==> config.mk <==
export PLATFORM = sky130hd
export DESIGN_NAME = ps2_key_sequencer
export DESIGN_NICKNAME = d
export VERILOG_FILES = /design/src/rtl/ps2_key_sequencer.sv
export SDC_FILE = /design/constraint.sdc
export NUM_CORES = 1
export LEC_CHECK = 0
export ABC_AREA = 1
export ABC_CLOCK_PERIOD_IN_PS = 3010
export BUFFER_PORTS_ARGS = -buffer_cell sky130_fd_sc_hd__buf_2
export CORE_MARGIN = 4
export CORE_UTILIZATION = 50
export CTS_CLUSTER_DIAMETER = 120
export DETAILED_ROUTE_END_ITERATION = 12
export MAX_ROUTING_LAYER = met4
export PLACE_DENSITY = 0.75
export SYNTH_ARGS = -nofsm -noshare
export SYNTH_HDL_FRONTEND = slang
export SYNTH_SLANG_ARGS = --single-unit
==> constraint.sdc <==
create_clock -name clk -period 3.01 [get_ports clk]
set_clock_uncertainty 0.2 [all_clocks]
set_input_delay 0.301 -clock clk [delete_from_list [all_inputs] [get_ports clk]]
set_output_delay 0.301 -clock clk [all_outputs]
set_load 0.005 [all_outputs]
==> src/rtl/ps2_key_sequencer.sv <==
// PS/2 scancode sequencer: prefix/modifier tracking, converter drive, key FIFO.
// Optional caps-lock handling is enabled by defining PS2_CAPSLOCK_EN.
module ps2_key_sequencer #(
  parameter int FIFO_DEPTH = 8
) (
  input  logic                            clk,
  input  logic                            rst,
  input  logic                            sc_valid,
  input  logic [7:0]                      sc_data,
  output logic                            sc_ready,
  output logic [7:0]                      conv_sc,
  output logic                            conv_shift,
  output logic                            conv_ctrl,
  output logic                            conv_alt,
  output logic                            conv_extend,
  input  logic [7:0]                      conv_ascii,
  output logic                            key_valid,
  output logic [7:0]                      key_ascii,
  input  logic                            key_ready,
  output logic [$clog2(FIFO_DEPTH+1)-1:0] key_count,
  output logic                            overflow,
  output logic                            caps_lock
);

  localparam int AW = $clog2(FIFO_DEPTH);
  localparam int CW = $clog2(FIFO_DEPTH+1);

  // modifier bit positions
  localparam int LSH = 0;
  localparam int RSH = 1;
  localparam int LCT = 2;
  localparam int RCT = 3;
  localparam int LAL = 4;
  localparam int RAL = 5;

  typedef enum logic [2:0] {
    ST_IDLE, ST_EXT, ST_BRK, ST_EXT_BRK, ST_LOOKUP
  } state_t;

  state_t         r_state;
  state_t         w_state_n;
  logic [5:0]     r_mods;
  logic [5:0]     w_mods_n;
  logic           w_acc;
  logic           w_ld;
  logic           w_ld_ext;
  logic           w_push;
  logic           w_pop;
  logic           w_full;
  logic           w_wr;
  logic [7:0]     w_ascii;

  logic [7:0]     r_conv_sc;
  logic           r_conv_shift;
  logic           r_conv_ctrl;
  logic           r_conv_alt;
  logic           r_conv_ext;

  logic [7:0]     r_mem [FIFO_DEPTH];
  logic [AW-1:0]  r_wr_ptr;
  logic [AW-1:0]  r_rd_ptr;
  logic [CW-1:0]  r_count;
  logic           r_ovf;

`ifdef PS2_CAPSLOCK_EN
  logic           r_caps;
  logic           w_caps_n;
`endif

  assign sc_ready = (r_state != ST_LOOKUP);
  assign w_acc    = sc_valid & sc_ready;

  // state register and modifier/caps state
  always_ff @(posedge clk or posedge rst) begin
    if (rst) begin
      r_state <= ST_IDLE;
      r_mods  <= '0;
`ifdef PS2_CAPSLOCK_EN
      r_caps  <= 1'b0;
`endif
    end else begin
      r_state <= w_state_n;
      r_mods  <= w_mods_n;
`ifdef PS2_CAPSLOCK_EN
      r_caps  <= w_caps_n;
`endif
    end
  end

  // prefix decoding, modifier updates and lookup strobes
  always_comb begin
    w_state_n = r_state;
    w_mods_n  = r_mods;
    w_ld      = 1'b0;
    w_ld_ext  = 1'b0;
    w_push    = 1'b0;
`ifdef PS2_CAPSLOCK_EN
    w_caps_n  = r_caps;
`endif
    unique case (r_state)
      ST_IDLE: if (w_acc) begin
        case (sc_data)
          8'hE0: w_state_n = ST_EXT;
          8'hF0: w_state_n = ST_BRK;
          8'hFA, 8'hE1, 8'hAA: ;
          8'h12: w_mods_n[LSH] = 1'b1;
          8'h59: w_mods_n[RSH] = 1'b1;
          8'h14: w_mods_n[LCT] = 1'b1;
          8'h11: w_mods_n[LAL] = 1'b1;
`ifdef PS2_CAPSLOCK_EN
          8'h58: w_caps_n = ~r_caps;
`endif
          default: begin
            w_ld      = 1'b1;
            w_state_n = ST_LOOKUP;
          end
        endcase
      end
      ST_EXT: if (w_acc) begin
        w_state_n = ST_IDLE;
        case (sc_data)
          8'hF0: w_state_n = ST_EXT_BRK;
          8'h12, 8'h59: ;
          8'h14: w_mods_n[RCT] = 1'b1;
          8'h11: w_mods_n[RAL] = 1'b1;
          default: begin
            w_ld      = 1'b1;
            w_ld_ext  = 1'b1;
            w_state_n = ST_LOOKUP;
          end
        endcase
      end
      ST_BRK: if (w_acc) begin
        w_state_n = ST_IDLE;
        case (sc_data)
          8'h12: w_mods_n[LSH] = 1'b0;
          8'h59: w_mods_n[RSH] = 1'b0;
          8'h14: w_mods_n[LCT] = 1'b0;
          8'h11: w_mods_n[LAL] = 1'b0;
          default: ;
        endcase
      end
      ST_EXT_BRK: if (w_acc) begin
        w_state_n = ST_IDLE;
        case (sc_data)
          8'h14: w_mods_n[RCT] = 1'b0;
          8'h11: w_mods_n[RAL] = 1'b0;
          default: ;
        endcase
      end
      ST_LOOKUP: begin
        w_push    = 1'b1;
        w_state_n = ST_IDLE;
      end
      default: w_state_n = ST_IDLE;
    endcase
  end

  // converter control registers, loaded when a key byte is accepted
  always_ff @(posedge clk or posedge rst) begin
    if (rst) begin
      r_conv_sc    <= 8'h00;
      r_conv_shift <= 1'b0;
      r_conv_ctrl  <= 1'b0;
      r_conv_alt   <= 1'b0;
      r_conv_ext   <= 1'b0;
    end else if (w_ld) begin
      r_conv_sc    <= sc_data;
      r_conv_ext   <= w_ld_ext;
      r_conv_shift <= r_mods[LSH] | r_mods[RSH];
      r_conv_ctrl  <= r_mods[LCT] | r_mods[RCT];
      r_conv_alt   <= r_mods[LAL] | r_mods[RAL];
    end
  end

  assign conv_sc     = r_conv_sc;
  assign conv_shift  = r_conv_shift;
  assign conv_ctrl   = r_conv_ctrl;
  assign conv_alt    = r_conv_alt;
  assign conv_extend = r_conv_ext;

  // caps-lock case inversion of the converter result
  always_comb begin
    w_ascii = conv_ascii;
`ifdef PS2_CAPSLOCK_EN
    if (r_caps && !r_conv_shift &&
        conv_ascii >= 8'h61 && conv_ascii <= 8'h7A)
      w_ascii = conv_ascii - 8'h20;
    else if (r_caps && r_conv_shift &&
             conv_ascii >= 8'h41 && conv_ascii <= 8'h5A)
      w_ascii = conv_ascii + 8'h20;
`endif
  end

`ifdef PS2_CAPSLOCK_EN
  assign caps_lock = r_caps;
`else
  assign caps_lock = 1'b0;
`endif

  assign w_pop  = (r_count != '0) & key_ready;
  assign w_full = (r_count == CW'(FIFO_DEPTH));
  assign w_wr   = w_push & (~w_full | w_pop);

  // key FIFO storage, pointers, occupancy and overflow pulse
  always_ff @(posedge clk or posedge rst) begin
    if (rst) begin
      for (int i = 0; i < FIFO_DEPTH; i++) r_mem[i] <= 8'h00;
      r_wr_ptr <= '0;
      r_rd_ptr <= '0;
      r_count  <= '0;
      r_ovf    <= 1'b0;
    end else begin
      r_ovf <= w_push & w_full & ~w_pop;
      if (w_wr) begin
        r_mem[r_wr_ptr] <= w_ascii;
        r_wr_ptr        <= r_wr_ptr + AW'(1);
      end
      if (w_pop) r_rd_ptr <= r_rd_ptr + AW'(1);
      if (w_wr && !w_pop)
        r_count <= r_count + CW'(1);
      else if (!w_wr && w_pop)
        r_count <= r_count - CW'(1);
    end
  end

  assign key_valid = (r_count != '0);
  assign key_ascii = r_mem[r_rd_ptr];
  assign key_count = r_count;
  assign overflow  = r_ovf;

endmodule

# Yosys cells after proc, flatten, opt, wreduce, memory -nomap -nowiden
# Index checks and enable logic that the tools add are counted.
# word_totals
regBits	96
latch_bits	0
mem_bits_rw	0
romBits	0
in_bits	20
out_inout_bits	28
elab_cells	138
memories	0
# classes
addsub	4
n_mul	0
n_div	0
magnitude_cmp	3
eq_ne	33
shift	0
mux	39
bitwise	13
reduce_logical	22
# op_table
cell	count
$bwmux W64	1
$eq A8 B8 Y1 const B	5
$reduce_and A5 Y1	6
$ne A2 B2 Y1 const B	14
$bmux W8 S3	1
$demux W8 S3	1
$eq A8 B5 Y1 const B	3
$mux W8	3
$mux W1	18
$pmux W3 S3	2
$mux W3	5
$pmux W3 S2	2
$reduce_or A9 Y1	1
$eq A8 B7 Y1 const B	1
$ge A4 B4 Y1 const B	2
$mux W4	2
$ne A2 B1 Y1 const B	4
$not A3 Y4	2
$pmux W1 S2	4
$reduce_or A7 Y1	1
$add A3 B1 Y3 const B	2
$eq A3 B2 Y1 const B	2
$reduce_bool A2 Y1	3
$and A1 B1 Y1	5
other kinds (17)	24

# Longest topological paths before layout
# Gate-level depths: netlist (run 1).
# logic_depth
ltp_word	8
mapped_depth	14
mapped_depth_nobuf	13

# Worst setup path after synthesis (run 1)
# OpenSTA, ideal clock, no wires.
# synth_timing
path_kind	register to register
from	register r_count[0], in the netlist key_count[0]
to	register r_count[3], in the netlist key_count[3]
setup_ps	83
arrival_time_ps	2130
t_required_ps	2727
setup_slack_ps	597
stages_incl_launch_ff	14
path_buffers	1
period_less_slack_ps	2413
path_cell_list	dfrtp_1 > nor3_2 > nand2_1 > nand2_2 > clkinv_4 > buf_12 > ha_1 > inv_1 > ha_1 > a21o_1 > a21oi_1 > xor2_1 > nand2_1 > o21ai_0
# synth_between
elab_chain_len	7
word_cells_on_any_way	15
classes_between	add/sub: 2; eq/ne: 1; mux: 2; bitwise: 4; reduce/logical: 6
# synth_lines
item	line_no	text
from (decl)	62	logic [CW-1:0] r_count;
from (signal assigned)	221	r_count <= r_count + CW'(1);
from (signal assigned)	223	r_count <= r_count - CW'(1);
$reduce_bool A4 Y1 or $eq A4 B4 Y1 (tied branches)	201, 202	
$and A1 B1 Y1 or $not A1 Y1 (tied branches)	201, 203	
$or A1 B1 Y1 (*)	203	assign w_wr = w_push & (~w_full | w_pop);
$and A1 B1 Y1 (*)	203	
named net w_wr	50	logic w_wr;
$logic_not A1 Y1	222	else if (!w_wr && w_pop)
$logic_and A1 B1 Y1	222	
$reduce_bool A2 Y1 (no line)	--	
# The timed path passes the listed nets; every way through them passes the cells marked *. The select of a mux whose other input is x is not followed.
# A chain may end at the register's enable or synchronous reset.

# Worst setup path after layout (run 1)
# layout_timing
from	register r_count[0], in the netlist key_count[0]
to	register r_count[3], in the netlist key_count[3]
# layout_between
elab_chain_len	7
word_cells_on_any_way	15
classes_between	add/sub: 2; eq/ne: 1; mux: 2; bitwise: 4; reduce/logical: 6
# layout_lines
item	line_no
$reduce_bool A4 Y1 or $eq A4 B4 Y1 (tied branches)	201, 202
$and A1 B1 Y1 or $not A1 Y1 (tied branches)	201, 203
$or A1 B1 Y1	203
$and A1 B1 Y1	203
$logic_not A1 Y1	222
$logic_and A1 B1 Y1	222
$reduce_bool A2 Y1 (no line)	--
# Parallel ways exist; a longest one is shown, timed or not. The select of a mux whose other input is x is not followed.

==> flow_summary_export.csv, run 1 <==
group,metric,value,unit
sta,min_period_over_period,0.886,
pwr,p_per_area,922,nW/µm²
floorplan,coreArea,9280,µm²
final_layout,multiInputGateArea,2050,µm²
grt,grt-ovfl-total,0,
synthesis,syn-cell-area,4780,µm²
hold_path,min_path_type,"in2reg",
route,totalWireLength,11.1,mm
synthesis,synthCells,561,
critical_path,worst_path_dominant_cell_family,"simple AND/OR/NAND/NOR gates",
critical_path,cp-start-kind,"register",
clock_network,root_buffer,"clkbuf_8",
sta,slew_headroom,0.489,
sta,worst_pin_slew,766,ps
run,cap_violations,0,
synthesis,async_flop_share,1.00,
clock_network,path_clk_slew,90,ps
grt,grt_pass1_vias,3917,
clock_network,clock-sinks,96,
final_layout,area_delta_synth_final,11.5,%
critical_path,arrival,2760,ps
sta,setup_tns,0,ps
final_layout,drive_gt1_frac,0.150,
sta,setup-violations-final,0,
clock_network,hold_buffers,9,
floorplan,die_area,11200,µm²
critical_path,cp_max_fo,12,
floorplan,io_pins,48,
synthesis,ys_warn_count,0,
critical_path,slowest_delay,460,ps
pwr,p_leak,0.00269,µW
critical_path,endpoint_kind,"register",
clock_network,cts_setup_buffers,0,
clock_network,cts_resized,0,
route,drc,0,
final_layout,final_cells,743,
placed_design,port_buffers,46,
floorplan,die_y,106,µm
synthesis,synth-seq-cells,96,
placed_design,gp_congestion,0.857,
sta,hold_viol,0,
final_layout,n_antenna_cell,0,
synthesis,synth_nets,587,
final_layout,sequential_cell_area,2400,µm²
route,dr.pass1.iters,5,
floorplan,num_rows,35,
placed_design,dp_hpwl,7.28,mm
floorplan,fp.dieW,106,µm
route,via_per_inst,5.35,
route,vias,3973,
synthesis,avgSynthCellArea,8.52,µm²
grt,grt_pass1_wl,19.2,mm
clock_network,cts_tree,"done",
route,routedWlPerCell,14.9,µm
critical_path,r2r_setup_slack,340,ps
sta,rsz0062_at_grt,"no",
grt,grt_max_degree,44,
clock_network,cts_max_level,3,
final_layout,mostFrequentLayoutCells,"nand2_1, dfrtp_1, nor2_1",
critical_path,required,3100,ps
critical_path,crit_type,"reg2reg",
pwr,peakVddDrop,0.375,mV
route,ant_nets,0,
synthesis,yosysSeqAreaShare,0.503,
floorplan,start_util,0.515,
clock_network,cts.path.max_buffers,2,
grt,track_usage,0.220,
final_layout,fill_cells,877,
grt,antenna_found_initial,0,
route,drtIter0Drc,350,
sta,post-route-min-period,2670,ps
synthesis,synth_ff_type,"dfrtp_1",
final_layout,nNetsFinal,635,
outcome,status,"finished, final reports clean",
critical_path,crit_buf_inv,2,
synthesis,synth.distinct_cells,37,
sta,fmax,375,MHz
critical_path,slowest_stage,"dfrtp_1",
critical_path,crit_chain,"nor3_2 -> nand2_1 -> nand2_2 -> clkinv_4 -> ha_1 -> inv_1 -> ha_1 -> a21o_1 -> a21oi_1 -> xor2_1 -> nand2_1 -> o21ai_0",
clock_network,numCtsBuffers,9,
pwr,finalPower,4920,µW
clock_network,clock_latency,370,ps
sta,drv_slew,0,
final_layout,final_common_cell,"nand2_1",
placed_design,placed_cells,718,
synthesis,synth-edff-count,0,
## layout make-up
class,count,area share
inverters,41,0.0300
repair buffers,60,0.0718
well taps,129,0.0303
multi-input cells,401,0.384
clock inverters,6,0.00939
flip-flops and latches,96,0.451
clock buffers,10,0.0239
## registers in the layout, summed over array words and instances, names as in the netlist
name	flops
conv_alt	1
conv_ctrl	1
conv_extend	1
conv_sc	8
conv_shift	1
key_count	4
overflow	1
r_mem	64
r_mods	6
r_rd_ptr	3
r_state	3
r_wr_ptr	3
## synth_stat cells (2+ instances only)
library cell | count | area [µm²]
ha_1 | 5 | 62.6
o21ai_2 | 3 | 26.3
clkbuf_1 | 9 | 33.8
dfrtp_1 | 96 | 2400
buf_4 | 2 | 15.0
xor2_1 | 6 | 52.6
nor3_1 | 2 | 10.0
nand2_1 | 159 | 597
o21ai_0 | 40 | 200
a21oi_1 | 4 | 20.0
o21ai_1 | 46 | 230
o32ai_1 | 16 | 140
nand4_4 | 8 | 170
nand3_1 | 21 | 105
nor2_1 | 74 | 278
xnor2_1 | 2 | 17.5
buf_6 | 8 | 90.1
inv_2 | 3 | 11.3
inv_1 | 36 | 135
buf_2 | 2 | 10.0
or2_2 | 3 | 18.8
## through the flow
step,setup slack [ps],hold slack [ps],util,instance area (µm²)
after floorplan,3.63,211,-,4780
after global placement,527,253,0.545,5060
after detailed placement,388,264,0.545,5060
after CTS,365,35.2,0.574,5330
after global routing,163,45.6,0.574,5330
final,342,46.8,0.574,5330
## final timing paths
path / from / cells past startpoint / to
max: key_count[0] / 12 / key_count[3]
min: key_ready / 3 / r_rd_ptr[2]
max reg2reg: key_count[0] / 12 / key_count[3]
min reg2reg: r_mem[13] / 2 / r_mem[13]
max in group asynchronous: rst / 4 / conv_sc[2]
min in group asynchronous: rst / 3 / r_mem[42]
## power by group
group | switching (µW) | internal, µW | leakage, µW
logic | 1180 | 792 | 0.00139
clock network | 497 | 313 | 0.0000843
registers | 366 | 1770 | 0.00122
## worst register-to-register path, delay by kind of cell (launching register included)
family	cells	cell delay, ps
buffers and inverters	2	280
flip-flops	1	460
AO/OA/AOI/OAI	3	420
AND/OR/NAND/NOR	4	530
adder cells (fa/ha/maj)	2	510
XOR/XNOR	1	190
## metal layers
layer	GRT usage	part of all wire	vias up
li1	-	-	1926
met1	0.284	0.44	1906
met2	0.352	0.48	127
met3	0.0472	0.068	14
met4	0.0629	0.014	0
met5	-	0	-
## logic make-up (layout without fill, tap and decap cells)
family | count (synthesis) | count (layout) | synth area share
simple gates | 273 | 273 | 0.259
fa+ha+maj | 6 | 6 | 0.0173
flops | 96 | 96 | 0.503
xor+xnor | 8 | 8 | 0.0147
other cells | 1 | 1 | 0.000785
mux | 1 | 1 | 0.00236
compound gates | 112 | 112 | 0.134
buf+inv | 64 | 117 | 0.0694
No activity file was read; power rests on OpenSTA's default activity.
==> inputs of run 2 (changes only) <==
ABC_CLOCK_PERIOD_IN_PS = 2600   (was 3010)
PLACE_DENSITY = 0.72   (was 0.75)
clock period = 2.6 ns   (was 3.01 ns; I/O delays follow)
==> run 2 against run 1 <==
Compared with the run above:
- register-to-register slack got worse by 280 ps
- die area unchanged
- critical path depth unchanged
- cell area increased by 0.68%
- maximum frequency increased by 5.2%
- clock-buffer cell count decreased by 1
- final cell count increased by 0.67%
==> flow_summary_export.csv, run 2 (same netlist as run 1, synthesis figures left out) <==
group,metric,value,unit
hold_path,hp-start,"key_ready",
critical_path,r2r_setup_slack,60,ps
sta,drv_slew,0,
clock_network,numCtsBuffers,9,
sta,setup-violations-final,0,
pwr,finalPower,5660,µW
clock_network,root_buffer,"clkbuf_8",
route,routedWlPerCell,13.9,µm
critical_path,reg2reg_from,"key_count[0]",
route,ant_nets,0,
sta,hold_slack,44.7,ps
route,vias,3875,
critical_path,arrival,2610,ps
run,cap_violations,0,
final_layout,area_delta_synth_final,12.3,%
sta,worst_pin_slew,509,ps
outcome,status,"finished, final reports clean",
critical_path,cp_max_fo,5,
pwr,p_per_area,1050,nW/µm²
final_layout,nNetsFinal,640,
placed_design,port_buffers,46,
floorplan,start_util,0.515,
final_layout,finish.utilization,0.578,
final_layout,largest_register_ffs,64,
floorplan,fp.dieW,106,µm
final_layout,n_antenna_cell,0,
sta,min_period_over_period,0.975,
clock_network,cts_max_level,3,
grt,antenna_found_initial,0,
floorplan,io_pins,48,
clock_network,cts_tree,"done",
critical_path,cp-start-kind,"register",
critical_path,required,2680,ps
final_layout,final_common_cell,"nand2_1",
critical_path,endpoint_kind,"register",
floorplan,die_area,11200,µm²
pwr,p_leak,0.00271,µW
hold_path,holdPathStages,4,
route,drtIter0Drc,226,
grt,grt_pass1_wl,18.0,mm
route,totalWireLength,10.4,mm
hold_path,holdPathEnd,"overflow",
floorplan,die_y,106,µm
grt,track_usage,0.203,
hold_path,min_path_type,"in2reg",
clock_network,path_clk_slew,100,ps
route,via_per_inst,5.18,
placed_design,dp_hpwl,7.15,mm
sta,hold_viol,0,
final_layout,mostFrequentLayoutCells,"nand2_1, dfrtp_1, nor2_1",
clock_network,cts.path.max_buffers,2,
floorplan,num_rows,35,
final_layout,fin_area,5370,µm²
sta,setup_tns,0,ps
critical_path,r2r-end,"key_count[3]",
sta,fmax,394,MHz
sta,post-route-min-period,2540,ps
clock_network,clock-sinks,96,
grt,grt_pass1_vias,3774,
critical_path,crit_type,"reg2reg",
placed_design,gp_congestion,0.853,
sta,slew_headroom,0.661,
grt,grt_max_degree,97,
placed_design,place_area,5090,µm²
floorplan,coreArea,9280,µm²
clock_network,clock_latency,350,ps
final_layout,drive_gt1_frac,0.160,
route,dr.pass1.iters,4,
pwr,peakVddDrop,0.416,mV
final_layout,regMostFlops,"r_mem",
grt,grt-ovfl-total,0,
critical_path,ff2ff_path_depth,12,
route,drc,0,
-- run 2: worst max path at each step --
stage                 startpoint            to  slack [ps]
finish              key_count[0]  key_count[3]          60
global route        key_count[0]  key_count[3]         -10
CTS                 key_count[0]  key_count[3]         100
detailed placement  key_count[0]  key_count[3]         150
global placement    key_count[0]  key_count[3]         290
floorplan           key_count[0]  key_count[3]         190
-- run 2: cell type report --
class                      instances  area [µm²]
fill                             841        3920
sequential                        96        2400
multi-input combinational        401        2050
timing repair buffer              65         408
inverter                          41         163
tap                              129         161
clock buffer                       9         124
clock inverter                     7        61.3
-- run 2: timing repair --
action | in CTS | in global routing
gates resized for setup | 0 | 1
hold buffers | 9 | 0
buffers inserted | 0 | 0
endpoints found under the setup margin | 0 | 1
hold endpoints to repair | 104 | 0
-- run 2: stage by stage --
stage                     setup slack (ps)  cells
after floorplan                        187    561
after global placement                 287    723
after detailed placement               146    723
after CTS                              103    748
after global routing                 -14.8    748
final                                 64.0    748
-- run 2: power breakdown --
part	total [µW]	switching, µW	internal [µW]
registers	2460	409	2050
clock network	922	553	368
logic	2270	1340	932
-- run 2: worst max-delay path, stage by stage (launching register included) --
cell	delay [ps]
dfrtp_2	460
nor3_2	220
nand2_1	130
nand2_2	130
clkinv_4	60
ha_1	200
inv_1	130
ha_1	260
a21o_1	190
a21oi_1	190
xor2_1	170
nand2_1	60
o21ai_0	60
-- run 2: per-layer routing --
| metal | GRT usage | vias up | routed length (µm) |
|---|---|---|---|
| li1 | - | 1940 | - |
| met1 | 0.275 | 1804 | 4870 |
| met2 | 0.309 | 119 | 4800 |
| met3 | 0.0484 | 12 | 569 |
| met4 | 0.0546 | 0 | 125 |
| met5 | - | - | 0 |
